### src/rtl/interp_seq_ctrl.sv
// Start/done sequencer for the HEVC subpixel interpolation datapath: row load, H pass, V pass, drain.
// Optional row-stall counter is built only when INTERP_SEQ_STALL_CNT_EN is defined.
module interp_seq_ctrl #(
  parameter int ROWS     = 15,
  parameter int H_CYCLES = 16,
  parameter int V_CYCLES = 32,
  parameter int FIR_LAT  = 2
) (
  input  logic        clk,
  input  logic        rst,
  input  logic        start,
  input  logic        abort,
  input  logic        row_valid,
  output logic        row_ready,
  output logic        in_load,
  output logic [7:0]  sel,
  output logic        h_load,
  output logic        out_load,
  output logic        busy,
  output logic        done,
  output logic [15:0] stall_cnt
);

  localparam int RW = (ROWS > 1) ? $clog2(ROWS) : 1;
  localparam int PW = (FIR_LAT > 1) ? $clog2(FIR_LAT) : 1;
  localparam logic [RW-1:0] R_LAST = RW'(ROWS - 1);
  localparam logic [PW-1:0] P_LAST = PW'(FIR_LAT - 1);
  localparam logic [7:0]    H_LAST = 8'(H_CYCLES - 1);
  localparam logic [7:0]    V_LAST = 8'(H_CYCLES + V_CYCLES - 1);

  typedef enum logic [2:0] {IDLE, LOAD, HFILT, VFILT, DRAIN} state_t;

  state_t              state, state_nxt;
  logic [RW-1:0]       row_cnt, row_cnt_nxt;
  logic [PW-1:0]       phase, phase_nxt;
  logic [7:0]          sel_nxt;
  logic                done_nxt, push_h, push_v, flush;
  logic [FIR_LAT-1:0]  h_line, h_line_nxt, v_line, v_line_nxt;

  assign row_ready = (state == LOAD);
  assign in_load   = row_ready & row_valid;
  // The tail of each tag line is itself a flop, so the enables come straight off registers.
  assign h_load    = h_line[FIR_LAT-1];
  assign out_load  = v_line[FIR_LAT-1];

  always_ff @(posedge clk or negedge rst) begin
    if (!rst) begin
      state   <= IDLE;
      row_cnt <= '0;
      phase   <= '0;
      sel     <= '0;
      h_line  <= '0;
      v_line  <= '0;
      busy    <= 1'b0;
      done    <= 1'b0;
    end else begin
      state   <= state_nxt;
      row_cnt <= row_cnt_nxt;
      phase   <= phase_nxt;
      sel     <= sel_nxt;
      h_line  <= h_line_nxt;
      v_line  <= v_line_nxt;
      busy    <= (state_nxt != IDLE);
      done    <= done_nxt;
    end
  end

  always_comb begin
    state_nxt   = state;
    row_cnt_nxt = row_cnt;
    phase_nxt   = phase;
    sel_nxt     = sel;
    done_nxt    = 1'b0;
    push_h      = 1'b0;
    push_v      = 1'b0;
    flush       = 1'b0;
    h_line_nxt  = '0;
    v_line_nxt  = '0;

    case (state)
      IDLE: begin
        if (start && !abort) begin
          state_nxt   = LOAD;
          row_cnt_nxt = '0;
          phase_nxt   = '0;
        end
      end
      LOAD: begin
        if (row_valid) begin
          if (row_cnt == R_LAST) begin
            state_nxt = HFILT;
            sel_nxt   = '0;
          end else begin
            row_cnt_nxt = row_cnt + 1'b1;
          end
        end
      end
      HFILT: begin
        push_h  = 1'b1;
        sel_nxt = sel + 8'd1;
        if (sel == H_LAST) state_nxt = VFILT;
      end
      VFILT: begin
        push_v = 1'b1;
        if (sel == V_LAST) begin
          state_nxt = DRAIN;
          phase_nxt = '0;
        end else begin
          sel_nxt = sel + 8'd1;
        end
      end
      DRAIN: begin
        if (phase == P_LAST) begin
          state_nxt = IDLE;
          sel_nxt   = '0;
          done_nxt  = 1'b1;
        end else begin
          phase_nxt = phase + 1'b1;
        end
      end
      default: state_nxt = IDLE;
    endcase

    if (abort && (state != IDLE)) begin
      state_nxt = IDLE;
      sel_nxt   = '0;
      done_nxt  = 1'b0;
      push_h    = 1'b0;
      push_v    = 1'b0;
      flush     = 1'b1;
    end

    if (!flush) begin
      h_line_nxt[0] = push_h;
      v_line_nxt[0] = push_v;
      for (int i = 1; i < FIR_LAT; i++) begin
        h_line_nxt[i] = h_line[i-1];
        v_line_nxt[i] = v_line[i-1];
      end
    end
  end

`ifdef INTERP_SEQ_STALL_CNT_EN
  logic [15:0] stall_q;

  // Counts starved LOAD cycles; cleared by an accepted start and held once the block ends.
  always_ff @(posedge clk or negedge rst) begin
    if (!rst) begin
      stall_q <= '0;
    end else if ((state == IDLE) && start && !abort) begin
      stall_q <= '0;
    end else if ((state == LOAD) && !row_valid && (stall_q != 16'hFFFF)) begin
      stall_q <= stall_q + 16'd1;
    end
  end

  assign stall_cnt = stall_q;
`else
  assign stall_cnt = '0;
`endif

endmodule

### config.mk
export PLATFORM = sky130hd
export DESIGN_NAME = interp_seq_ctrl
export DESIGN_NICKNAME = d
export VERILOG_FILES = /design/src/rtl/interp_seq_ctrl.sv
export SDC_FILE = /design/constraint.sdc
export NUM_CORES = 1
export LEC_CHECK = 0
export CORE_MARGIN = 2
export CORE_UTILIZATION = 59
export CTS_BUF_LIST = sky130_fd_sc_hd__clkbuf_4 sky130_fd_sc_hd__clkbuf_8
export DETAILED_ROUTE_END_ITERATION = 8
export DONT_BUFFER_PORTS = 1
export MAX_ROUTING_LAYER = met4
export PLACE_DENSITY_LB_ADDON = 0.15
export RECOVER_POWER = 25
export SLEW_MARGIN = 20
export SYNTH_ARGS = -nofsm -noshare
export SYNTH_HDL_FRONTEND = slang
export SYNTH_SLANG_ARGS = --single-unit
### constraint.sdc
create_clock -name clk -period 1.7 [get_ports clk]
set_input_delay 0.34 -clock clk [delete_from_list [all_inputs] [get_ports clk]]
set_output_delay 0.34 -clock clk [all_outputs]
set_load 0.01 [all_outputs]
==> impl_metrics.json <==
{
  "synth_seq_cells": 22,
  "numPortBuffers": 0,
  "avgSynthCellArea_um2": 9.641,
  "status": "complete, no violations",
  "syn2layout_area_growth_pct": 16.98,
  "root_buffer": "clkbuf_4",
  "hold_ws_ns": 0.06447,
  "core_um2": 2233,
  "critPathMaxFanout": 6,
  "drt_wl_total_um": 3114,
  "finalMaxSlewViolations": 0,
  "dp.cells": 180,
  "gr-total-overflow": 0,
  "detail-route-antenna-nets": 0,
  "routed-via-count": 1139,
  "die_w_um": 52.85,
  "async_flop_share_pct": 100.0,
  "grt_setup_unrepaired": "true",
  "setup_slack_ns": 0.03964,
  "layout_common_cells": "23 x buf_4, 19 x dfrtp_1, 16 x conb_1",
  "max_freq_ghz": 0.6023,
  "grt_use_total_pct": 24.69,
  "ys.flop_type": "dfrtp_1",
  "wl_met1_um": 1314,
  "design_power_total_mw": 1.564,
  "gp_congestion": 0.8457,
  "grt_pass1_vias": 1063,
  "drv_cap": 0,
  "finalCritPeriodShare_pct": 97.67,
  "drtIter0Drc": 21,
  "antenna_cells": 0,
  "ff2ff_setup_slack_ns": 0.04,
  "grt_pass1_wl_um": 4781,
  "num_rows": 17,
  "setup_viol": 0,
  "grt_max_degree": 23,
  "wl_met3_um": 146,
  "h-tree-depth": 1,
  "layout_commonest_cell": "buf_4",
  "fin_area_um2": 1647,
  "initial_core_util_pct": 63.03,
  "ir_drop_mv": 0.6264,
  "drc": 0,
  "worst_pin_slew_ns": 0.5515,
  "critPathLaunch": "state[0]",
  "worstPathArrival_ns": 1.90,
  "tritoncts": "built",
  "dpl.hpwl_um": 2086,
  "yosys.cell_types.count": 48,
  "start_kind": "flip-flop",
  "drive_gt1_share_pct": 31.95,
  "drt_pass1_iterations": 4,
  "dpl_cell_area_um2": 1425,
  "cts.sinks": 22,
  "synth_area_um2": 1408,
  "path_clk_slew_ns": 0.13,
  "crit_type": "flip-flop to flip-flop",
  "cp-end-kind": "flip-flop",
  "cts_buffers": 3,
  "dr_wl_met2_um": 1609,
  "r2r_start": "state[0]",
  "worstHoldPathType": "primary input to flip-flop",
  "die_area_um2": 2793,
  "pre_cts_ws_ns": -0.02939,
  "antenna_found_initial": 0,
  "die_h_um": 52.85,
  "nets": 178,
  "hold_violations": 0,
  "crit_required_ns": 1.94,
  "period_needed_ns": 1.660,
  "ys_seq_area_share_pct": 39.11,
  "avgRoutedWirePerCell_um": 15.81,
  "p_leak_nw": 0.7512,
  "yosysWarningCount": 0,
  "finClkSkew_ns": 0.006566,
  "vias_per_cell": 5.782,
  "synth_edf_count": 0,
  "power.density_nw_per_um2": 949.5,
  "min_from": "abort",
  "io_pins": 35,
  "instances_no_fill": 197,
  "highest_layer": "met4",
  "insertion_delay_ns": 0.32,
  "clockBufferDepth": 2,
  "max_slew_margin_pct": 63.24,
  "netlist_instances": 146
}
## critical path, stage by stage, from the launching register on
cell and delay [ns]:
dfrtp_2 0.47, buf_4 0.18, buf_4 0.16, nor4_2 0.30, a32oi_1 0.13, and2_1 0.18, a21oi_1 0.15
## cell families (layout without fill, tap and decap cells)
family | after synthesis | count (layout) | share of synthesized area, %
AO/OA/AOI/OAI | 28 | 28 | 15.56
XOR/XNOR | 1 | 1 | 0.6223
adder cells (fa/ha/maj) | 3 | 3 | 2.667
buffers and inverters | 31 | 39 | 14.31
flip-flops | 22 | 22 | 39.11
multiplexers | 5 | 5 | 3.556
other | 1 | 16 | 0.2664
AND/OR/NAND/NOR | 55 | 55 | 23.91
## metrics by stage
step	util [%]	setup TNS, ns
global placement	63.81	0
global route	73.73	-0.1276
detailed placement	63.81	-0.03347
CTS	70.42	0
floorplan	-	0
finish	73.73	0
## area by class of cell
type	instances	area [um2]
clock buffers	3	22.52
clock inverters	1	30.03
fillers	171	586.8
inverters	10	40.04
multi-input cells	108	777.0
flip-flops and latches	22	554.3
well taps	28	35.03
repair buffers	25	187.7
## flip-flops by register name, indices dropped and copies added, names as in the netlist
register / count
busy: 1
done: 1
h_line: 2
phase: 1
row_cnt: 4
sel: 8
state: 3
v_line: 2
## timing repair
| item | CTS | global route |
|---|---|---|
| setup endpoints to repair | 8 | 15 |
| endpoints found under the hold margin | 22 | 22 |
| gates cloned | 0 | 0 |
| setup buffers | 9 | 2 |
| hold buffers | 1 | 1 |
| pin swaps | 3 | 5 |
| resized for setup | 6 | 11 |
## synth_stat cells (2+ instances only)
cell | n | share of area [%]
nor2b_1 | 3 | 1.3
o22ai_1 | 2 | 0.89
o31ai_2 | 2 | 1.8
dfrtp_1 | 22 | 39
o21ai_0 | 4 | 1.4
or3_1 | 3 | 1.3
nand3_1 | 8 | 2.8
nand2b_1 | 5 | 2.2
o211ai_1 | 3 | 1.6
buf_6 | 3 | 2.4
nand2_1 | 9 | 2.4
and2_1 | 3 | 1.3
buf_4 | 16 | 8.5
nor3_1 | 3 | 1.1
buf_2 | 2 | 0.71
nor2_1 | 6 | 1.6
mux2i_1 | 5 | 3.6
inv_1 | 9 | 2.4
and3_1 | 2 | 0.89
a21oi_1 | 4 | 1.4
or3b_1 | 2 | 1.2
ha_1 | 3 | 2.7
a31oi_2 | 2 | 1.8
## per-layer routing
layer  vias to the layer above  GRT usage (%)
met5                         -              -
met4                         0          8.547
met3                         6          4.000
met2                        35          41.46
met1                       564          30.07
li1                        534              -
## final timing paths
path | endpoint | cells past startpoint
setup / recovery | busy | 6
hold / removal | state[2] | 1
setup reg to reg | busy | 6
hold reg to reg | v_line[1] | 1
max in group asynchronous | state[0] | 2
min in group asynchronous | phase | 2
## power by group
part	internal [mW]	switching [mW]	total (mW)
Clock	0.238	0.169	0.408
Sequential	0.579	0.0615	0.641
Combinational	0.226	0.289	0.515
Note: power is estimated with default switching activity, not from simulation.
